--- src/rtl/vga_text_renderer_if.sv ---
// Raster/memory bundle between the text renderer and its surroundings:
// timing generator, text VRAM, font ROM and the colour decoder.
interface vga_text_renderer_if #(
    parameter int unsigned CHAR_W = 8
);
    logic [9:0]        h_addr;
    logic [9:0]        v_addr;
    logic              de_in;
    logic              hsync_in;
    logic              vsync_in;
    logic              cursor_en;
    logic [6:0]        cursor_x;
    logic [4:0]        cursor_y;
    logic [11:0]       vram_addr;
    logic [15:0]       vram_data;
    logic [11:0]       font_addr;
    logic [CHAR_W-1:0] font_data;
    logic              fb;
    logic [3:0]        fg_color;
    logic [3:0]        bg_color;
    logic              de_out;
    logic              hsync_out;
    logic              vsync_out;

    modport master (
        output h_addr, v_addr, de_in, hsync_in, vsync_in,
        output cursor_en, cursor_x, cursor_y,
        output vram_data, font_data,
        input  vram_addr, font_addr,
        input  fb, fg_color, bg_color, de_out, hsync_out, vsync_out
    );

    modport slave (
        input  h_addr, v_addr, de_in, hsync_in, vsync_in,
        input  cursor_en, cursor_x, cursor_y,
        input  vram_data, font_data,
        output vram_addr, font_addr,
        output fb, fg_color, bg_color, de_out, hsync_out, vsync_out
    );
endinterface

--- src/rtl/vga_text_renderer.sv ---
// Text-mode pixel producer: VRAM cell fetch, font row fetch and blinking
// underline cursor, 3-cycle pipeline with syncs delayed to match.
module vga_text_renderer #(
    parameter int unsigned CHAR_W       = 8,
    parameter int unsigned CHAR_H       = 16,
    parameter int unsigned COLS         = 80,
    parameter int unsigned ROWS         = 30,
    parameter int unsigned BLINK_FRAMES = 16
) (
    input  logic               clk,
    input  logic               rst_n,
    vga_text_renderer_if.slave bus
);
    localparam int unsigned XW = $clog2(CHAR_W);
    localparam int unsigned YW = $clog2(CHAR_H);
    localparam int unsigned CW = 10 - XW;
    localparam int unsigned RW = 10 - YW;
    localparam int unsigned BW = (BLINK_FRAMES > 1) ? $clog2(BLINK_FRAMES) : 1;

    // Elaboration-time parameter sanity
    if ((32'(1) << XW) != CHAR_W) begin : g_bad_char_w
        $error("CHAR_W must be a power of 2");
    end
    if ((32'(1) << YW) != CHAR_H) begin : g_bad_char_h
        $error("CHAR_H must be a power of 2");
    end
    if (ROWS * COLS > 4096) begin : g_bad_cells
        $error("ROWS*COLS exceeds the 12-bit VRAM address space");
    end
    if (BLINK_FRAMES < 1) begin : g_bad_blink
        $error("BLINK_FRAMES must be at least 1");
    end

    logic [CW-1:0] col;
    logic [RW-1:0] row;
    logic [XW-1:0] x0;
    logic [YW-1:0] y0;
    logic          hit0;

    logic [BW-1:0] blink_cnt;
    logic          blink_phase;

    logic [XW-1:0] s1_x;
    logic [YW-1:0] s1_y;
    logic          s1_hit;
    logic          s1_de;
    logic          s1_hs;
    logic          s1_vs;

    logic [7:0]    s2_attr;
    logic [XW-1:0] s2_x;
    logic          s2_hit;
    logic          s2_de;
    logic          s2_hs;
    logic          s2_vs;

    logic          pixel;

    // Stage 0: cell coordinates, VRAM address and cursor hit
    always_comb begin
        col           = bus.h_addr[9:XW];
        row           = bus.v_addr[9:YW];
        x0            = bus.h_addr[XW-1:0];
        y0            = bus.v_addr[YW-1:0];
        bus.vram_addr = 12'(32'(row) * COLS + 32'(col));
        hit0          = bus.cursor_en & blink_phase
                      & (32'(col) == 32'(bus.cursor_x))
                      & (32'(row) == 32'(bus.cursor_y))
                      & (32'(y0) + 32'd2 >= CHAR_H);
    end

    // Stage 1: glyph row lookup from the freshly returned character code
    assign bus.font_addr = 12'({bus.vram_data[7:0], s1_y});

    // Stage 2: pick the pixel, MSB of the glyph row is leftmost
    assign pixel = bus.font_data[XW'(CHAR_W - 1) - s2_x];

    always_ff @(posedge clk or negedge rst_n) begin
        if (!rst_n) begin
            s1_x    <= '0;
            s1_y    <= '0;
            s1_hit  <= 1'b0;
            s1_de   <= 1'b0;
            s1_hs   <= 1'b0;
            s1_vs   <= 1'b0;
            s2_attr <= '0;
            s2_x    <= '0;
            s2_hit  <= 1'b0;
            s2_de   <= 1'b0;
            s2_hs   <= 1'b0;
            s2_vs   <= 1'b0;
        end else begin
            s1_x    <= x0;
            s1_y    <= y0;
            s1_hit  <= hit0;
            s1_de   <= bus.de_in;
            s1_hs   <= bus.hsync_in;
            s1_vs   <= bus.vsync_in;
            s2_attr <= bus.vram_data[15:8];
            s2_x    <= s1_x;
            s2_hit  <= s1_hit;
            s2_de   <= s1_de;
            s2_hs   <= s1_hs;
            s2_vs   <= s1_vs;
        end
    end

    // Frame counter on vsync rising edges; s1_vs doubles as the registered vsync
    always_ff @(posedge clk or negedge rst_n) begin
        if (!rst_n) begin
            blink_cnt   <= '0;
            blink_phase <= 1'b0;
        end else if (bus.vsync_in && !s1_vs) begin
            if (blink_cnt == BW'(BLINK_FRAMES - 1)) begin
                blink_cnt   <= '0;
                blink_phase <= ~blink_phase;
            end else begin
                blink_cnt <= blink_cnt + 1'b1;
            end
        end
    end

    // Output register: cursor inverts the glyph, blanking zeroes everything
    always_ff @(posedge clk or negedge rst_n) begin
        if (!rst_n) begin
            bus.fb        <= 1'b0;
            bus.fg_color  <= '0;
            bus.bg_color  <= '0;
            bus.de_out    <= 1'b0;
            bus.hsync_out <= 1'b0;
            bus.vsync_out <= 1'b0;
        end else begin
            bus.de_out    <= s2_de;
            bus.hsync_out <= s2_hs;
            bus.vsync_out <= s2_vs;
            if (s2_de) begin
                bus.fb       <= pixel ^ s2_hit;
                bus.fg_color <= s2_attr[3:0];
                bus.bg_color <= s2_attr[7:4];
            end else begin
                bus.fb       <= 1'b0;
                bus.fg_color <= '0;
                bus.bg_color <= '0;
            end
        end
    end
endmodule
--- src/flat_wrapper.sv ---
// flat-port wrapper written by rule: the top's interface ports become plain ports
module vga_text_renderer_flat 
#(
    parameter int unsigned CHAR_W       = 8,
    parameter int unsigned CHAR_H       = 16,
    parameter int unsigned COLS         = 80,
    parameter int unsigned ROWS         = 30,
    parameter int unsigned BLINK_FRAMES = 16
)
  (clk, rst_n, bus_h_addr, bus_v_addr, bus_de_in, bus_hsync_in, bus_vsync_in, bus_cursor_en, bus_cursor_x, bus_cursor_y, bus_vram_data, bus_font_data, bus_vram_addr, bus_font_addr, bus_fb, bus_fg_color, bus_bg_color, bus_de_out, bus_hsync_out, bus_vsync_out);
  vga_text_renderer_if #(.CHAR_W(CHAR_W)) bus_i ();
  input  logic clk;
  input  logic rst_n;
  input wire logic [$bits(bus_i.h_addr)-1:0] bus_h_addr;
  input wire logic [$bits(bus_i.v_addr)-1:0] bus_v_addr;
  input wire logic [$bits(bus_i.de_in)-1:0] bus_de_in;
  input wire logic [$bits(bus_i.hsync_in)-1:0] bus_hsync_in;
  input wire logic [$bits(bus_i.vsync_in)-1:0] bus_vsync_in;
  input wire logic [$bits(bus_i.cursor_en)-1:0] bus_cursor_en;
  input wire logic [$bits(bus_i.cursor_x)-1:0] bus_cursor_x;
  input wire logic [$bits(bus_i.cursor_y)-1:0] bus_cursor_y;
  input wire logic [$bits(bus_i.vram_data)-1:0] bus_vram_data;
  input wire logic [$bits(bus_i.font_data)-1:0] bus_font_data;
  output wire logic [$bits(bus_i.vram_addr)-1:0] bus_vram_addr;
  output wire logic [$bits(bus_i.font_addr)-1:0] bus_font_addr;
  output wire logic [$bits(bus_i.fb)-1:0] bus_fb;
  output wire logic [$bits(bus_i.fg_color)-1:0] bus_fg_color;
  output wire logic [$bits(bus_i.bg_color)-1:0] bus_bg_color;
  output wire logic [$bits(bus_i.de_out)-1:0] bus_de_out;
  output wire logic [$bits(bus_i.hsync_out)-1:0] bus_hsync_out;
  output wire logic [$bits(bus_i.vsync_out)-1:0] bus_vsync_out;
  assign bus_i.h_addr = bus_h_addr;
  assign bus_i.v_addr = bus_v_addr;
  assign bus_i.de_in = bus_de_in;
  assign bus_i.hsync_in = bus_hsync_in;
  assign bus_i.vsync_in = bus_vsync_in;
  assign bus_i.cursor_en = bus_cursor_en;
  assign bus_i.cursor_x = bus_cursor_x;
  assign bus_i.cursor_y = bus_cursor_y;
  assign bus_i.vram_data = bus_vram_data;
  assign bus_i.font_data = bus_font_data;
  assign bus_vram_addr = bus_i.vram_addr;
  assign bus_font_addr = bus_i.font_addr;
  assign bus_fb = bus_i.fb;
  assign bus_fg_color = bus_i.fg_color;
  assign bus_bg_color = bus_i.bg_color;
  assign bus_de_out = bus_i.de_out;
  assign bus_hsync_out = bus_i.hsync_out;
  assign bus_vsync_out = bus_i.vsync_out;
  vga_text_renderer #(.CHAR_W(CHAR_W), .CHAR_H(CHAR_H), .COLS(COLS), .ROWS(ROWS), .BLINK_FRAMES(BLINK_FRAMES)) u_core (.clk(clk), .rst_n(rst_n), .bus(bus_i));
endmodule
--- config.mk ---
export PLATFORM = sky130hd
export DESIGN_NAME = vga_text_renderer_flat
export DESIGN_NICKNAME = d
export VERILOG_FILES = /design/src/rtl/vga_text_renderer_if.sv /design/src/rtl/vga_text_renderer.sv /design/src/flat_wrapper.sv
export SDC_FILE = /design/constraint.sdc
export NUM_CORES = 1
export LEC_CHECK = 0
export CORE_MARGIN = 8
export CORE_UTILIZATION = 40
export DETAILED_ROUTE_END_ITERATION = 7
export PLACE_DENSITY_LB_ADDON = 0.08
export SLEW_MARGIN = 15
export SYNTH_ARGS = -nofsm -noshare
export SYNTH_HDL_FRONTEND = slang
export SYNTH_SLANG_ARGS = --single-unit
--- constraint.sdc ---
create_clock -name clk -period 3.3 [get_ports clk]
set_input_delay 0.33 -clock clk [delete_from_list [all_inputs] [get_ports clk]]
set_output_delay 0.33 -clock clk [all_outputs]
set_load 0.03 [all_outputs]
==> flow_metrics.env <==
export IMPL_status="completed"
export IMPL_antennaDiodeCount=0
export IMPL_final_cell_mix="clkdlybuf4s50_1, dfrtp_1, xnor2_1, ha_1, inv_1"
export IMPL_finalCriticalPeriod_ps=3190
export IMPL_finalHoldViolCount=0
export IMPL_post_cts_buffers=0
export IMPL_critPathKind="input pin to output pin"
export IMPL_ys_seq_area_share_pct=56.0
export IMPL_overflow=0
export IMPL_io_buffer_count=81
export IMPL_p_total_mw=1.32
export IMPL_clock_latency_ps=290
export IMPL_setup_viol=0
export IMPL_p_leak_nw=1.24
export IMPL_synth_area_leaders="dfrtp_1, xnor2_1, ha_1"
export IMPL_crit_reg2reg_launch="u_core.s2_x[0]"
export IMPL_initial_core_util_pct=41.0
export IMPL_fin_nets=302
export IMPL_core_mm2=0.00469
export IMPL_synth_top_area_share_pct=56.0
export IMPL_end_kind="output pin"
export IMPL_h_tree_depth=2
export IMPL_dieHeight_um=85.3
export IMPL_grt_pass1_wl_mm=7.19
export IMPL_drt_vias_per_instance=4.74
export IMPL_area_growth_pct=46.5
export IMPL_final_setup_tns_ps=0
export IMPL_rr_worst_depth=4
export IMPL_detail_route_wl_per_cell_um=16.2
export IMPL_drive_gt1_share_pct=9.69
export IMPL_ir_drop_v=0.000359
export IMPL_dpl_hpwl_mm=3.79
export IMPL_ant_nets=0
export IMPL_period_share_pct=96.6
export IMPL_clock_fmax_mhz=314
export IMPL_drt_pass1_iter_count=2
export IMPL_cp_arrival_ps=2860
export IMPL_synth_top_area_cell="dfrtp_1"
export IMPL_power_density_mw_per_mm2=470
export IMPL_clockBufferDepth=2
export IMPL_clk_pin_slew_ps=80
export IMPL_synth_cell_type_count=29
export IMPL_drt_initial_drc_count=31
export IMPL_crit_chain="clkdlybuf4s50_1, ha_1, ha_2, inv_1, fa_1, xor2_1, or3b_1, nor4_2, xnor3_1, buf_4"
export IMPL_rrSetupSlack_ps=1860
export IMPL_routed_wl_mm=4.56
export IMPL_hp_class="input pin to async pin"
export IMPL_worst_slew_pin_slew_ps=891
export IMPL_r2r_end="u_core.bus.fb"
export IMPL_grt_usage_pct=12.7
export IMPL_slew_headroom_pct=40.6
export IMPL_ys_ff_latch=43
export IMPL_core_rowCount=25
export IMPL_synth_area_mm2=0.00192
export IMPL_die_x_um=85.3
export IMPL_cts_buffers=5
export IMPL_cp_required_ps=2970
export IMPL_gp_congestion=0.845
export IMPL_rsz0062_at_grt="false"
export IMPL_tritoncts="built"
export IMPL_critPathTopFamily="adder cells"
export IMPL_report_final_slew_viol_count=0
export IMPL_dieArea_mm2=0.00728
export IMPL_io_pins=98
export IMPL_post_route_drc_count=0
export IMPL_synth_area_per_cell_um2=13.1
export IMPL_slowest_delay_ps=440
export IMPL_syn_inst=147
export IMPL_final_common_cell="clkdlybuf4s50_1"
export IMPL_critical_path_max_fanout=2
export IMPL_vias=1333
export IMPL_maxCapViolCount=0
export IMPL_crit_buf_inv=3
export IMPL_cp_start_kind="input pin"
export IMPL_cp_slowest_cell="clkdlybuf4s50_1"
export IMPL_antenna_found_initial=0
export IMPL_numClockSinks=43
export IMPL_grt_max_degree=44
export IMPL_yosys_warnings=0
export IMPL_grt_pass1_vias=1458
export IMPL_syn_num_nets=223
export IMPL_crit_path_start="bus_v_addr[7]"
export IMPL_skew_ps=8.43
export IMPL_cts_root_buf="clkbuf_8"
[report_power, final]
group / switching [mW] / total, mW / leakage [nW] / internal (mW)
Combinational: 0.193 / 0.393 / 0.675 / 0.200
Clock: 0.171 / 0.319 / 0.0412 / 0.148
Sequential: 0.0369 / 0.613 / 0.520 / 0.576
Total: 0.401 / 1.32 / 1.24 / 0.923
[what timing repair did]
item / in CTS / in global routing
endpoints found under the setup margin: 1 / 1
pin swaps: 2 / 1
gates resized for setup: 0 / 3
endpoints found under the hold margin: 0 / 0
hold buffers: 0 / 0
[metrics by stage]
stage / hold slack [ps] / setup slack (ps) / instance area [µm²] / std cells / util (%)
6_report: 158 / 111 / 2820 / 281 / 60.0
5_1_grt: 238 / 6.44 / 2820 / 281 / 60.0
4_1_cts: 191 / 6.34 / 2810 / 281 / 59.9
3_5_place_dp: 335 / -36.9 / 2720 / 273 / 58.1
3_3_place_gp: 331 / 97.6 / 2720 / 273 / 58.1
2_1_floorplan: 34.4 / 589 / 1920 / 147 / -
[kinds of logic after synthesis]
group / Yosys count / share of synthesized area [%]
xor+xnor: 22 / 10.7
fa+ha+maj: 14 / 9.90
compound gates: 11 / 3.19
mux: 4 / 3.45
buf+inv: 23 / 6.84
flops: 43 / 56.0
simple gates: 30 / 9.90
[layer usage]
layer | wire length, µm | part of all wire (%) | track usage, % | vias to the layer above
li1 | - | - | - | 639
met1 | 1740 | 38 | 12.5 | 640
met2 | 2480 | 54 | 23.9 | 49
met3 | 275 | 6.0 | 4.54 | 5
met4 | 65 | 1.4 | 4.14 | 0
met5 | 0 | 0 | 0 | -
[synthesized netlist by cell type (all sizes together)]
library cell	number
xnor2	19
nor3b	1
dfrtp	43
o21ai	4
nand4	5
and3	1
mux2i	1
xnor3	1
or2	1
inv	10
mux2	1
or3b	1
and4b	1
mux4	2
ha	12
xor2	2
clkbuf	1
nor3	1
buf	12
nor2b	2
and2	9
nor4	2
a21o	2
nand3	4
a21oi	5
fa	2
nand2	2
[worst max path at each step]
stage	slack, ps	depth (start not counted)	endpoint
after global routing	6	10	bus_vram_addr[11]
after floorplan	590	7	bus_vram_addr[11]
after CTS	6	10	bus_vram_addr[11]
final	110	10	bus_vram_addr[11]
after global placement	100	10	bus_vram_addr[11]
after detailed placement	-40	10	bus_vram_addr[11]
[state kept, by name (all words and copies together) (netlist names), 3 cells and up]
signal,cells
u_core.s2_attr,8
u_core.s1_x,3
u_core.s2_x,3
u_core.s1_y,4
u_core.blink_cnt,4
u_core.bus.bg_color,4
u_core.bus.fg_color,4
[layout make-up]
cell class / instances / area, µm²
sequential: 43 / 1080
timing repair buffer: 85 / 833
fill: 396 / 1880
clock inverter: 2 / 12.5
multi-input combinational: 81 / 717
clock buffer: 6 / 72.6
tap: 54 / 67.6
inverter: 10 / 37.5
Power figures use the tool's default switching activity.
